$ cat config.mk
export PLATFORM = sky130hd
export DESIGN_NAME = dip_switch_debouncer
export DESIGN_NICKNAME = d
export VERILOG_FILES = /design/src/rtl/dip_switch_debouncer.sv
export SDC_FILE = /design/constraint.sdc
export NUM_CORES = 1
export LEC_CHECK = 0
export CAP_MARGIN = 20
export CELL_PAD_IN_SITES_DETAIL_PLACEMENT = 2
export CELL_PAD_IN_SITES_GLOBAL_PLACEMENT = 2
export CORE_AREA = 2 2 204 156
export DETAILED_ROUTE_END_ITERATION = 12
export DIE_AREA = 0 0 206 158
export PLACE_DENSITY_LB_ADDON = 0.1
export REMOVE_ABC_BUFFERS = 1
export SLEW_MARGIN = 40
export SYNTH_ARGS = -nofsm -noshare
export SYNTH_HDL_FRONTEND = slang
export SYNTH_SLANG_ARGS = --single-unit
$ cat constraint.sdc
create_clock -name clk -period 3.1 [get_ports clk]
set_input_delay 0.465 -clock clk [delete_from_list [all_inputs] [get_ports clk]]
set_output_delay 0.465 -clock clk [all_outputs]
set_load 0.05 [all_outputs]
$ cat src/rtl/dip_switch_debouncer.sv
// Two-flop synchroniser plus independent per-bit debounce for the board DIP switches.
// Produces registered clean levels and one-cycle rise/fall/changed strobes.
module dip_switch_debouncer #(
  parameter int WIDTH         = 8,
  parameter int STABLE_CYCLES = 500000,
  parameter int INVERT        = 0,
  localparam int CNT_W        = $clog2(STABLE_CYCLES + 1)
) (
  input  logic             clk,
  input  logic             rst_n,
  input  logic [WIDTH-1:0] sw_raw,
  output logic [WIDTH-1:0] sw_clean,
  output logic [WIDTH-1:0] sw_rise,
  output logic [WIDTH-1:0] sw_fall,
  output logic             sw_changed
);

  localparam logic [CNT_W-1:0] CNT_MAX  = CNT_W'(STABLE_CYCLES - 1);
  localparam logic [CNT_W-1:0] CNT_ONE  = CNT_W'(1);
  localparam logic [WIDTH-1:0] INV_MASK = (INVERT != 0) ? {WIDTH{1'b1}} : {WIDTH{1'b0}};

  logic [WIDTH-1:0] s1_r;
  logic [WIDTH-1:0] s2_r;
  logic [CNT_W-1:0] cnt_r     [WIDTH];
  logic [CNT_W-1:0] cnt_nxt_s [WIDTH];
  logic [WIDTH-1:0] clean_nxt_s;

  // Synchroniser chain; polarity is normalised before the second stage.
  always_ff @(posedge clk or negedge rst_n) begin
    if (!rst_n) begin
      s1_r <= {WIDTH{1'b0}};
      s2_r <= {WIDTH{1'b0}};
    end else begin
      s1_r <= sw_raw ^ INV_MASK;
      s2_r <= s1_r;
    end
  end

  // Next-state per bit: any agreement with the accepted level restarts the qualification run.
  always_comb begin
    clean_nxt_s = sw_clean;
    for (int i = 0; i < WIDTH; i++) begin
      cnt_nxt_s[i] = {CNT_W{1'b0}};
      if (s2_r[i] == sw_clean[i]) begin
        cnt_nxt_s[i] = {CNT_W{1'b0}};
      end else if (cnt_r[i] == CNT_MAX) begin
        cnt_nxt_s[i]   = {CNT_W{1'b0}};
        clean_nxt_s[i] = s2_r[i];
      end else begin
        cnt_nxt_s[i] = cnt_r[i] + CNT_ONE;
      end
    end
  end

  // Counters, clean level and strobes all register on the same edge.
  always_ff @(posedge clk or negedge rst_n) begin
    if (!rst_n) begin
      for (int i = 0; i < WIDTH; i++) begin
        cnt_r[i] <= {CNT_W{1'b0}};
      end
      sw_clean   <= {WIDTH{1'b0}};
      sw_rise    <= {WIDTH{1'b0}};
      sw_fall    <= {WIDTH{1'b0}};
      sw_changed <= 1'b0;
    end else begin
      for (int i = 0; i < WIDTH; i++) begin
        cnt_r[i] <= cnt_nxt_s[i];
      end
      sw_clean   <= clean_nxt_s;
      sw_rise    <= clean_nxt_s & ~sw_clean;
      sw_fall    <= ~clean_nxt_s & sw_clean;
      sw_changed <= |(clean_nxt_s ^ sw_clean);
    end
  end

endmodule

==> reports/metrics.sh <==
CORE_UM2=30700
SYNTH-COMPOUND-AREA-SHARE=0.0594
CLOCK_SINK_COUNT=193
GRT_PASS1_VIAS=7585
CRITPATHMAXFANOUT=5
PLACE_AREA_UM2=9970
NFILLCELLS=3310
YOSYS_WARNINGS=0
SLEW_VIOLATIONS=0
ANTENNA-DIODE-COUNT=0
MUXSHAREOFSYNTHAREA=0.0187
FIRST_ITER_VIOLATIONS=206
CTS_BUFFER_DEPTH=2
ANTENNA_FOUND_INITIAL=0
HORIZONTAL_DIE_DIMENSION_UM=206
REMAINING_DRC_ERRORS=0
P_LEAK_uW=0.00415
SETUP_TNS_FINAL_PS=0
POST_CTS_HOLD_BUFFER_COUNT=0
NUM_IO_PINS=35
CLK_LATENCY_PS=450
DESIGN.DIE.AREA_UM2=32500
CRITICAL_PATH_TYPE='reg -> reg'
FINALWORSTPATHREQUIREDPERIOD_PS=2800
MULTI_INPUT_COMB_AREA_UM2=4030
FINCLKSKEW_PS=13.2
TIGHTESTPINTRANSITION_PS=724
POST_ROUTE_CELLS_DRIVE_ABOVE_1_SHARE=0.0767
POST-ROUTE-UTIL=0.344
YOSYSSEQAREASHARE=0.532
DETAIL-ROUTE-ANTENNA-NETS=0
YS_TYPES=39
TRITONCTS='yes'
ENDPOINT_KIND='flip-flop'
POST_SYNTH_XOR_AREA_FRACTION=0.0994
TIMING.CRITICAL_PATH.ARRIVAL_PS=3130
LAYOUT.AREA.SEQ_UM2=4830
LARGEST_FAMILY_OF_LOGIC_CELLS_BY_SYNTHESIZED_AREA='simple AND/OR/NAND/NOR gates'
PLACE.GP.CONGESTION=0.756
RUN_STATUS='complete, no violations'
GRT_OVERFLOW_TOTAL=0
DETAIL_ROUTE.VIAS_PER_CELL=5.03
SYNTH_FA_HA_AREA_FRAC=0.0331
VIAS=6766
CRIT_REQUIRED_PS=3430
CLK_PIN_SLEW_WORST_PATHS_PS=80
SYNTH.FF_LATCH_COUNT=193
SYNTH-EDFF-COUNT=0
HTREEDEPTH=4
REPORT.FINAL.SETUP_VIOL=0
GRT.TOTAL_USAGE=0.158
PORT_BUFFERS=34
ROUTED_WIRE_LENGTH_MM=23.7
VDD.IR_DROP.WORST_mV=0.342
GRT_START_MAX_NET_PINS=73
DETAILEDPLACEMENTHPWL_MM=16.9
SYN2LAYOUT_AREA_GROWTH_PCT=16.1
MAXCAPVIOLATIONS=0
CTS_REPAIR_RESIZE_COUNT=0
PWR_DENSITY_CELL_nW_PER_UM2=470
FINALWORSTSETUPSLACK_PS=299
FINALHOLDVIOLATIONS=0
DETAILEDPLACE.WORSTSLACK_PS=280
CRIT_PATH_START_KIND='flip-flop'
START_UTIL=0.296
SLEW-LIMIT-HEADROOM=0.514
GRT_PASS1_WL_MM=40.4
POST_ROUTE_CELL_AREA_UM2=10500
GRT_SETUP_UNREPAIRED='no'
SYN-CELL-AREA_UM2=9080
FLOORPLAN.ROWS=56
NUMBER_OF_BUFFERS_CREATED_BY_CTS=17
DETAIL_ROUTE.FIRST_PASS.ITERATIONS=4
DIE_H_UM=158
DETAIL_ROUTE.WL_PER_CELL_UM=17.6
SYNTHCELLS=881
SYNTH_FF_TYPE='sky130_fd_sc_hd__dfrtp_1'
CTS_ROOT_BUFFER='sky130_fd_sc_hd__clkbuf_16'
NNETSFINAL=960
SYNTH-ASYNC-RESET-RATIO=1.00
AVGSYNTHCELLAREA_UM2=10.3
POST_CTS_BUFFERS=0
SYNTH-SIMPLE-AREA-SHARE=0.233
WORST_HOLD_PATH_TYPE='in -> async'
FIN_CRIT_SH=0.904
FMAX_GHz=0.357
FINALHOLDWORSTSLACK_PS=27.3
==> cell type report <==
cell class	instances	share of cell area
Inverter	34	0.0121
Clock buffer	18	0.0417
Tap cell	406	0.0482
Clock inverter	14	0.0123
Multi-Input combinational cell	632	0.383
Sequential cell	193	0.458
Timing Repair Buffer	48	0.0450
==> metrics by stage <==
stage          cells  power [uW]
2_1_floorplan    859        2700
6_report        1345        4950
3_5_place_dp    1313        2820
5_1_grt         1345        5190
3_3_place_gp    1313        2800
4_1_cts         1345        5060
==> sequential cells by signal, summed over array words and instances (netlist names) <==
name        flops
sw_clean        8
s1_r            8
cnt_r         152
sw_rise         8
sw_fall         8
sw_changed      1
s2_r            8
==> cells by family (layout without fill, tap and decap cells) <==
logic type / after synthesis / count (layout)
AOI/OAI and AO/OA: 89 / 89
and+or+nand+nor: 400 / 400
muxes: 16 / 16
buffers and inverters: 56 / 114
DFF: 193 / 193
adders and majority gates: 24 / 24
xor gates and xnor gates: 103 / 103
==> synth_stat cells (2+ instances only) <==
cell type	number	area share
sky130_fd_sc_hd__xor2_1	49	0.047
sky130_fd_sc_hd__or2_2	6	0.0041
sky130_fd_sc_hd__buf_2	11	0.0061
sky130_fd_sc_hd__xnor2_1	54	0.052
sky130_fd_sc_hd__and2_1	9	0.0062
sky130_fd_sc_hd__nor4b_1	3	0.0029
sky130_fd_sc_hd__mux2i_1	8	0.0088
sky130_fd_sc_hd__dfrtp_1	193	0.53
sky130_fd_sc_hd__nor3_1	18	0.0099
sky130_fd_sc_hd__nor4_1	19	0.013
sky130_fd_sc_hd__nand4_1	43	0.030
sky130_fd_sc_hd__or4_1	22	0.018
sky130_fd_sc_hd__inv_1	34	0.014
sky130_fd_sc_hd__or4b_1	5	0.0055
sky130_fd_sc_hd__mux2_2	8	0.0099
sky130_fd_sc_hd__clkbuf_1	11	0.0045
sky130_fd_sc_hd__nor2_1	119	0.049
sky130_fd_sc_hd__a21oi_1	41	0.023
sky130_fd_sc_hd__or3_1	26	0.018
sky130_fd_sc_hd__and4_1	14	0.014
sky130_fd_sc_hd__o21ai_0	21	0.012
sky130_fd_sc_hd__o31ai_2	5	0.0069
sky130_fd_sc_hd__ha_1	24	0.033
sky130_fd_sc_hd__nand2_1	47	0.019
sky130_fd_sc_hd__and3_1	9	0.0062
sky130_fd_sc_hd__o31ai_1	18	0.015
sky130_fd_sc_hd__nand3_1	51	0.028
sky130_fd_sc_hd__nor4bb_1	2	0.0022
==> where the power goes <==
part           switching [uW]  leakage [uW]  total (uW)  internal, uW
registers                37.8       0.00264        2590          2550
logic                     117       0.00124         169          52.2
clock network            1050      0.000266        2190          1140
==> layout by cell type (no fill, tap or decap), types with 2 or more instances in the layout <==
| cell | synthesis | layout |
|---|---|---|
| sky130_fd_sc_hd__o21ai_0 | 21 | 21 |
| sky130_fd_sc_hd__dfrtp_1 | 193 | 193 |
| sky130_fd_sc_hd__nand2_1 | 47 | 47 |
| sky130_fd_sc_hd__and2_1 | 9 | 9 |
| sky130_fd_sc_hd__a21oi_1 | 41 | 41 |
| sky130_fd_sc_hd__or4_1 | 22 | 22 |
| sky130_fd_sc_hd__or2_2 | 6 | 6 |
| sky130_fd_sc_hd__or3_1 | 26 | 26 |
| sky130_fd_sc_hd__nor4bb_1 | 2 | 2 |
| sky130_fd_sc_hd__nand3_1 | 51 | 51 |
| sky130_fd_sc_hd__nor4b_1 | 3 | 3 |
| sky130_fd_sc_hd__inv_1 | 34 | 34 |
| sky130_fd_sc_hd__and3_1 | 9 | 9 |
| sky130_fd_sc_hd__o31ai_2 | 5 | 5 |
| sky130_fd_sc_hd__clkbuf_16 | 0 | 17 |
| sky130_fd_sc_hd__and4_1 | 14 | 14 |
| sky130_fd_sc_hd__mux2_2 | 8 | 8 |
| sky130_fd_sc_hd__clkinv_2 | 0 | 2 |
| sky130_fd_sc_hd__xor2_1 | 49 | 49 |
| sky130_fd_sc_hd__nand4_1 | 43 | 43 |
| sky130_fd_sc_hd__nor2_1 | 119 | 119 |
| sky130_fd_sc_hd__clkdlybuf4s50_1 | 0 | 33 |
| sky130_fd_sc_hd__clkinvlp_4 | 0 | 5 |
| sky130_fd_sc_hd__ha_1 | 24 | 24 |
| sky130_fd_sc_hd__buf_12 | 0 | 2 |
| sky130_fd_sc_hd__or4b_1 | 5 | 5 |
| sky130_fd_sc_hd__nor4_1 | 19 | 19 |
| sky130_fd_sc_hd__o31ai_1 | 18 | 18 |
| sky130_fd_sc_hd__clkbuf_8 | 0 | 2 |
| sky130_fd_sc_hd__nor3_1 | 18 | 18 |
| sky130_fd_sc_hd__inv_6 | 0 | 5 |
| sky130_fd_sc_hd__mux2i_1 | 8 | 8 |
| sky130_fd_sc_hd__buf_4 | 0 | 12 |
| sky130_fd_sc_hd__xnor2_1 | 54 | 54 |
==> worst max-delay path, stage by stage (launching register included) <==
cell and delay [ps]:
sky130_fd_sc_hd__dfrtp_1 400, sky130_fd_sc_hd__nand3_1 140, sky130_fd_sc_hd__or4b_1 580, sky130_fd_sc_hd__nor3_1 340
sky130_fd_sc_hd__mux2_2 400, sky130_fd_sc_hd__ha_1 330, sky130_fd_sc_hd__nand4_1 180, sky130_fd_sc_hd__or2_2 310
==> final timing paths <==
| check | from | endpoint | slack (ps) | depth (start not counted) |
|---|---|---|---|---|
| worst max register to register | cnt_r[110] | sw_changed | 300 | 7 |
| min in group clk | s1_r[5] | s2_r[5] | 350 | 0 |
| worst min register to register | s1_r[5] | s2_r[5] | 350 | 0 |
| worst min-delay path | rst_n | cnt_r[104] | 30 | 1 |
| worst max-delay path | cnt_r[110] | sw_changed | 300 | 7 |
| max in group asynchronous | rst_n | cnt_r[137] | 2280 | 2 |
==> layer usage <==
layer,vias to the layer above,part of all wire,GRT usage
met2,56,0.47,0.253
met5,-,0,0
met3,15,0.025,0.0375
li1,3191,-,-
met1,3504,0.50,0.216
met4,0,0.010,0.0401
Power figures use the tool's default switching activity.
